`src/rtl/relu_backward_stream.sv`:
```
// ---------------------------------------------------------------------------
// relu_backward_stream
//
// Training-path companion to a ReLU activation. During the forward pass it
// streams ReLU(x) downstream while recording one sign-mask bit per element.
// During the backward pass it gates the incoming gradient stream with that
// mask. A tensor is one stream of NUM_ELEMS words.
//
// Optional feature macro: LEAKY_RELU_EN
//   defined   : the negative/zero path outputs x >>> 3 (slope 1/8)
//   undefined : the negative/zero path outputs 0 (plain ReLU)
//
// Ports
//   clk        : clock, all logic on the rising edge
//   rst_n      : synchronous active-low reset
//   fwd_start  : pulse, start forward capture (IDLE or MASKED only)
//   bwd_start  : pulse, start gradient pass (MASKED only)
//   in_valid   : input word valid
//   in_ready   : block accepts an input word this cycle
//   in_data    : signed activation (FWD) or gradient (BWD)
//   out_valid  : output register holds a word
//   out_ready  : downstream accepts the output word
//   out_data   : signed ReLU(x) (FWD) or gated gradient (BWD)
//   out_last   : output word is element NUM_ELEMS-1 of the pass
//   mask_valid : a complete mask is stored
//   busy       : a forward or backward pass is in progress
// ---------------------------------------------------------------------------
module relu_backward_stream #(
  parameter  int BIT_REP   = 8,
  parameter  int NUM_ELEMS = 64,
  localparam int CNT_W     = $clog2(NUM_ELEMS + 1)
) (
  input  logic                      clk,
  input  logic                      rst_n,
  input  logic                      fwd_start,
  input  logic                      bwd_start,
  input  logic                      in_valid,
  output logic                      in_ready,
  input  logic signed [BIT_REP-1:0] in_data,
  output logic                      out_valid,
  input  logic                      out_ready,
  output logic signed [BIT_REP-1:0] out_data,
  output logic                      out_last,
  output logic                      mask_valid,
  output logic                      busy
);

  localparam int IDX_W = (NUM_ELEMS > 1) ? $clog2(NUM_ELEMS) : 1;

  localparam logic [CNT_W-1:0]          CNT_FULL = CNT_W'(NUM_ELEMS);
  localparam logic [CNT_W-1:0]          CNT_LAST = CNT_W'(NUM_ELEMS - 1);
  localparam logic signed [BIT_REP-1:0] ZERO_W   = '0;

  typedef enum logic [1:0] {
    ST_IDLE   = 2'd0,
    ST_FWD    = 2'd1,
    ST_MASKED = 2'd2,
    ST_BWD    = 2'd3
  } state_t;

  state_t                      state_q,      state_d;
  logic [CNT_W-1:0]            cnt_q,        cnt_d;
  logic [NUM_ELEMS-1:0]        mask_q,       mask_d;
  logic                        mask_valid_q, mask_valid_d;
  logic                        out_valid_q,  out_valid_d;
  logic signed [BIT_REP-1:0]   out_data_q,   out_data_d;
  logic                        out_last_q,   out_last_d;

  logic                        busy_s;
  logic                        in_ready_s;
  logic                        accept_s;
  logic                        out_hs_s;
  logic [IDX_W-1:0]            idx_s;
  logic                        pos_s;
  logic                        sel_s;
  logic signed [BIT_REP-1:0]   neg_s;
  logic signed [BIT_REP-1:0]   gated_s;

  assign busy_s     = (state_q == ST_FWD) || (state_q == ST_BWD);
  // The counter saturates at NUM_ELEMS, which blocks input until the pass ends.
  assign in_ready_s = busy_s && (cnt_q < CNT_FULL) && (!out_valid_q || out_ready);
  assign accept_s   = in_valid && in_ready_s;
  assign out_hs_s   = out_valid_q && out_ready;
  assign idx_s      = cnt_q[IDX_W-1:0];
  // Zero counts as negative so it never opens the gradient gate.
  assign pos_s      = (in_data > ZERO_W);

  // Negative/zero-path value: leaky slope or plain zero.
  always_comb begin
`ifdef LEAKY_RELU_EN
    neg_s = in_data >>> 3'd3;
`else
    neg_s = ZERO_W;
`endif
  end

  // Select the pass-through condition (live sign in FWD, stored mask in BWD).
  always_comb begin
    if (state_q == ST_BWD) begin
      sel_s = mask_q[idx_s];
    end else begin
      sel_s = pos_s;
    end
    if (sel_s) begin
      gated_s = in_data;
    end else begin
      gated_s = neg_s;
    end
  end

  // Next-state logic for the pass FSM, mask store and output register.
  always_comb begin
    state_d      = state_q;
    cnt_d        = cnt_q;
    mask_d       = mask_q;
    mask_valid_d = mask_valid_q;
    out_valid_d  = out_valid_q;
    out_data_d   = out_data_q;
    out_last_d   = out_last_q;

    // Drain the output register; a new accept below refills it.
    if (out_hs_s) begin
      out_valid_d = 1'b0;
      out_last_d  = 1'b0;
    end else begin
      out_valid_d = out_valid_q;
    end

    if (accept_s) begin
      out_valid_d = 1'b1;
      out_data_d  = gated_s;
      out_last_d  = (cnt_q == CNT_LAST);
      cnt_d       = cnt_q + CNT_W'(1);
    end else begin
      cnt_d       = cnt_q;
    end

    case (state_q)
      ST_IDLE: begin
        if (fwd_start) begin
          state_d      = ST_FWD;
          cnt_d        = '0;
          mask_valid_d = 1'b0;
        end else begin
          state_d      = ST_IDLE;
        end
      end
      ST_MASKED: begin
        // A simultaneous fwd_start takes priority over bwd_start.
        if (fwd_start) begin
          state_d      = ST_FWD;
          cnt_d        = '0;
          mask_valid_d = 1'b0;
        end else if (bwd_start) begin
          state_d      = ST_BWD;
          cnt_d        = '0;
        end else begin
          state_d      = ST_MASKED;
        end
      end
      ST_FWD: begin
        if (accept_s) begin
          mask_d[idx_s] = pos_s;
        end else begin
          mask_d = mask_q;
        end
        // The pass ends when the last word leaves, not when it arrives.
        if (out_hs_s && out_last_q) begin
          state_d      = ST_MASKED;
          mask_valid_d = 1'b1;
        end else begin
          state_d      = ST_FWD;
        end
      end
      ST_BWD: begin
        if (out_hs_s && out_last_q) begin
          state_d = ST_MASKED;
        end else begin
          state_d = ST_BWD;
        end
      end
      default: begin
        state_d      = ST_IDLE;
        cnt_d        = '0;
        mask_valid_d = 1'b0;
        out_valid_d  = 1'b0;
        out_last_d   = 1'b0;
      end
    endcase
  end

  // State registers with synchronous active-low reset.
  always_ff @(posedge clk) begin
    if (!rst_n) begin
      state_q      <= ST_IDLE;
      cnt_q        <= '0;
      mask_q       <= '0;
      mask_valid_q <= 1'b0;
      out_valid_q  <= 1'b0;
      out_data_q   <= '0;
      out_last_q   <= 1'b0;
    end else begin
      state_q      <= state_d;
      cnt_q        <= cnt_d;
      mask_q       <= mask_d;
      mask_valid_q <= mask_valid_d;
      out_valid_q  <= out_valid_d;
      out_data_q   <= out_data_d;
      out_last_q   <= out_last_d;
    end
  end

  assign in_ready   = in_ready_s;
  assign out_valid  = out_valid_q;
  assign out_data   = out_data_q;
  assign out_last   = out_last_q;
  assign mask_valid = mask_valid_q;
  assign busy       = busy_s;

endmodule

```
`config.mk`:
```
export PLATFORM = sky130hd
export DESIGN_NAME = relu_backward_stream
export DESIGN_NICKNAME = d
export VERILOG_FILES = /design/src/rtl/relu_backward_stream.sv
export SDC_FILE = /design/constraint.sdc
export NUM_CORES = 1
export LEC_CHECK = 0
export CAP_MARGIN = 25
export CORE_MARGIN = 2
export CORE_UTILIZATION = 60
export DETAILED_ROUTE_END_ITERATION = 7
export GPL_TIMING_DRIVEN = 0
export PLACE_DENSITY = 0.81
export SETUP_SLACK_MARGIN = 0.15
export SYNTH_ARGS = -nofsm -noshare
export SYNTH_HDL_FRONTEND = slang
export SYNTH_SLANG_ARGS = --single-unit
```
`constraint.sdc`:
```
create_clock -name clk -period 4.8 [get_ports clk]
set_input_delay 0.96 -clock clk [delete_from_list [all_inputs] [get_ports clk]]
set_output_delay 0.96 -clock clk [all_outputs]
set_load 0.03 [all_outputs]
```
== Word-level counts from Yosys, hierarchy flattened ==
Index checks and enable logic that the tools add are counted.

* Register bits: 84
* Output and inout bits: 13

* $add $sub $neg: 1
* Magnitude comparators: 4
* Equality and inequality tests: 6
* Muxes and demuxes: 24
* Reduce and logical (&&, ||, !) cells: 15

{| class="wikitable"
|+ Operators with widths
! operator !! number
|-
| $bwmux W64 || 1
|-
| $mux W7 || 4
|-
| $pmux W7 S2 || 1
|-
| $mux W1 || 11
|-
| $gt A8 B1 Y1 const B || 1
|-
| $mux W8 || 1
|-
| $pmux W2 S4 || 1
|-
| $add A7 B1 Y7 const B || 1
|-
| $eq A7 B6 Y1 const B || 1
|-
| $lt A6 B7 Y1 const B || 1
|-
| $lt A7 B7 Y1 const B || 1
|-
| $bmux W1 S6 || 1
|-
| $demux W1 S6 || 1
|-
| $ge A6 B1 Y1 const B || 1
|-
| $logic_and A1 B1 Y1 || 6
|-
| $eq A2 B2 Y1 const B || 2
|-
| $mux W2 || 2
|-
| $ne A2 B1 Y1 const B || 2
|-
| $reduce_bool A2 Y1 || 2
|-
| $reduce_and A3 Y1 || 1
|-
| $eq A2 B1 Y1 const B || 1
|-
| $logic_not A2 Y1 || 1
|-
| $logic_or A1 B1 Y1 || 2
|-
| $pmux W1 S2 || 1
|-
| 3 further kinds || 3
|}

== Depth between registers and ports, before layout ==
* Word-level depth: 9
* Depth in mapped cells: 9
* Depth with buffers taken out: 6

== Least setup slack after synthesis ==
Ideal clock, no wire load.

* Kind: input to output
* Start: input out_ready
* End: output in_ready
* Arrival: 1.862 ns
* Required time: 3.840 ns
* Setup slack: 1.978 ns
* Stages on the path: 2
* Cells stage by stage: nand2b_1 > nor3b_1

* Cells in the longest elaborated chain, start to end: 2

{| class="wikitable"
|+ RTL lines
! element !! line !! text
|-
| from (decl) || 41 || <nowiki>input logic out_ready,</nowiki>
|-
| $logic_or A1 B1 Y1 || 81 || <nowiki>assign in_ready_s = busy_s && (cnt_q < CNT_FULL) && (!out_valid_q || out_ready);</nowiki>
|-
| $logic_and A1 B1 Y1 || 81 ||
|-
| to (decl) || 38 || <nowiki>output logic in_ready,</nowiki>
|}

No other way between the ends.

== Worst setup path in the final report ==
Same ends and word-level chain as after synthesis.

==> implementation parameters <==
Parameter                              Value

Timing
  Slew @ Worst Pin    0.747 ns
  Number of hold violations in the final report    0
  Aggregate negative setup slack    0 ns
  # setup viols final    0
  Least setup slack across all paths after layout    between 1 and 1.5 ns
  Relative slew slack    50.2%
  Final setup skew    roughly 0.011 ns
  Final worst path period share    74.2%
  Final period demand of the worst path    3.56 ns
  Setup repair after global routing missed its margin    false
  Highest Clock Rate    281 MHz
  Final-report max-slew violation count    0

Die
  Core box area    0.00687 mm^2
  Placement Rows    30
  Initial core utilization    62.4%
  Die Y-Extent    ~90 um
  Die width    just under 90 um
  Die area    0.00784 mm^2
  Count of boundary I/O pins    27

Clock network
  # clock sinks    between 80 and 90
  Clock input transition at the sequential cells of the worst setup and hold paths    0.08 ns
  Clock tree from TritonCTS    built
  Number of CTS-inserted buffers    9
  Number of hold buffers added after cts    0
  Clock latency of the later-clocked register in the worst-skew pair    0.37 ns
  Cell at the root of the clock tree    clkbuf_8
  Maximum number of buffers from clock root to sink    2
  Number of setup buffers added after CTS    0
  Number of cells upsized or downsized after cts    0
  H-tree depth    3

Yosys
  Top post-synthesis cells by area    dfxtp_1 39%, a21boi_0 10%, nand2_1 7.6%
  Primary flip-flop cell chosen by synthesis mapping    dfxtp_1
  Number of synthesized flops with an enable pin    0
  Mapped cell area    0.00429 mm^2
  Mean post-synth cell area    7.72 um^2
  Fraction of the yosys area taken by sequential cells    around two fifths
  Post-synth cell types    54
  Net count of the mapped netlist    between 500 and 600
  YS warnings    0
  Most instantiated library cell after synthesis    nand2_1
  Number of flip-flops and latches in the synthesized netlist    84
  Share of synthesized flip-flops with an asynchronous set or reset    0%
  Yosys top cell area share    between 30% and 40%
  Cell types with the highest counts after synthesis    87 x nand2_1, 84 x dfxtp_1, 76 x nor2_1, 65 x o21ai_0, 58 x a21boi_0
  Instance count of the mapped netlist    555
  Cell accounting for the most synthesized area    dfxtp_1

Route
  Via total after detailed routing    4300
  Overall routed net length    roughly 13 mm
  Routed wire length per instance    18.2 um
  Number of nets still failing antenna checks after routing    0
  Number of design-rule violations left by the first detailed-router iteration    574
  Via/cell ratio    roughly 6.2
  Count of unresolved DRC violations after routing    0
  Total iterations of the first detailed-routing run    6

Pwr
  Worst voltage drop across the vdd grid    between 150 and 200 uV
  Leak pwr    between 1.5 and 2 nW
  Power density over cell area    277 mW/mm^2

Run
  Max-cap viol count    0

Setup path
  Worst stage delay on the critical path    0.72 ns
  Worst path arrival time    2.60 ns
  Crit end category    output port
  Slowest CP cell    clkdlybuf4s50_1
  Sequence of cells on the critical path    clkdlybuf4s50_1 > nand2b_1 > nor3b_1 > clkdlybuf4s50_1
  Most prevalent standard cell on the critical path    clkdlybuf4s50_1
  Count of buffering cells on the critical path with inverters included    2
  Data required, critical path    3.84 ns
  Cell family contributing the most delay on the critical path    buffers and inverters
  Max FO, Critical Path    3
  Critical Path Source Type    input pin
  Worst Setup Path Type    in -> out

Placed design
  Hpwl dp    approximately 8.5 mm
  Routability congestion estimate from global placement    0.963
  Worst setup slack after placement    1.25 ns
  Post-placement cell area    between 0.004 and 0.005 mm^2
  I/O Buffers    26

Hold path
  HP Class    reg -> reg

Cells and area
  Layout Area Growth over Synthesis    13.7%
  Number of diodes added for antenna fixing    0
  Final net count    607
  Post-route cell area    0.00488 mm^2
  Fill cell count    568
  Share of layout cells above drive strength 1    5.53%

GRT
  Congestion Overflow GR    0
  Global-route wire length before repair    19.7 mm
  Initial antenna violation count    0
  Via count of the first global-routing pass    3853
  Pin count of the biggest net entering global routing    14
  Global-route total usage across every layer    33.5%

Run status
  Result of the run    completed
==> power by group <==
group          switching [mW]  internal [mW]
clock network           0.261          0.294
registers             0.00277          0.699
logic                  0.0577         0.0367
==> kinds of logic (layout without fill, tap and decap cells) <==
group | after synthesis | count (layout) | synth area share [%]
compound gates | 176 | 176 | 26.6
xor+xnor | 4 | 4 | 0.817
simple gates | 213 | 213 | 22.2
fa+ha+maj | 1 | 1 | 0.292
flops | 84 | 84 | 39.2
buf+inv | 56 | 98 | 5.78
mux | 21 | 21 | 5.14
==> per-stage QoR <==
step | util, % | hold slack, ns | power [mW] | std cells
5_1_grt | 71.0 | 0.474 | 1.38 | 693
3_3_place_gp | 67.9 | 0.433 | 0.809 | 677
2_1_floorplan | - | 0.448 | 0.773 | 555
4_1_cts | 71.0 | 0.454 | 1.34 | 693
3_5_place_dp | 67.9 | 0.443 | 0.810 | 677
6_report | 71.0 | 0.453 | 1.35 | 693
==> tightest hold or removal path, stage by stage (launching register included) <==
cell,delay (ns)
dfxtp_1,0.32
nand2_1,0.05
o21ai_1,0.05
==> registers in the layout, summed over array words and instances (netlist names) <==
name,cells
mask_q,64
out_data,8
cnt_q,7
state_q,2
mask_valid,1
out_last,1
out_valid,1
==> worst paths after layout <==
| kind | endpoint | cells past startpoint | from | slack, ns |
|---|---|---|---|---|
| hold / removal | out_data[3]$_SDFFE_PN0N_ | 2 | out_data[3]$_SDFFE_PN0N_ | 0.45 |
| setup reg to reg | mask_q[21]$_SDFFE_PN0P_ | 7 | cnt_q[2]$_SDFF_PN0_ | 2.26 |
| setup / recovery | in_ready | 4 | out_ready | 1.24 |
| hold reg to reg | out_data[3]$_SDFFE_PN0N_ | 2 | out_data[3]$_SDFFE_PN0N_ | 0.45 |
==> cell type report <==
type                    instances  area [um^2]  share of cell area [%]
inverters                       4         15.0                   0.308
plain buffers                  52          233                    4.77
clock inverters                 4         73.8                    1.51
clock buffers                  12          135                    2.77
multi-input cells             415         2360                    48.3
well taps                      96          120                    2.46
flip-flops and latches         84         1680                    34.5
repair buffers                 26          260                    5.34
==> routing by layer <==
layer | up-vias | global-route usage, % | wire length (um)
met1 | 1994 | 45.3 | 5330
met2 | 263 | 52.0 | 5630
met3 | 44 | 6.06 | 1290
met4 | 0 | 16.1 | 362
li1 | 1999 | - | -
met5 | - | 0 | 0
==> placed cells by master, fill, tap and decap left out, types with 2 or more instances in the layout <==
master	synthesis	layout
a31oi_1	4	4
o22ai_1	2	2
buf_6	3	3
a21boi_1	6	6
bufinv_16	0	2
a21boi_0	58	58
clkbuf_8	0	9
buf_1	2	2
and3_1	3	3
inv_1	3	3
nand2_1	87	87
clkbuf_1	39	42
nor3_1	2	2
mux2i_1	16	16
nor2b_1	8	8
buf_2	6	6
clkdlybuf4s50_1	0	26
a22oi_1	6	6
nand3_1	4	4
a221o_1	2	2
nor2_1	76	76
o21ai_1	9	9
o21ai_0	65	65
a221oi_1	5	5
xnor2_1	2	2
nand4_1	19	19
nand3b_1	3	3
dfxtp_1	84	84
xor2_1	2	2
or3_1	2	2
a21oi_1	8	8
buf_4	2	2
mux2_1	3	3
No activity file was read; power rests on OpenSTA's default activity.
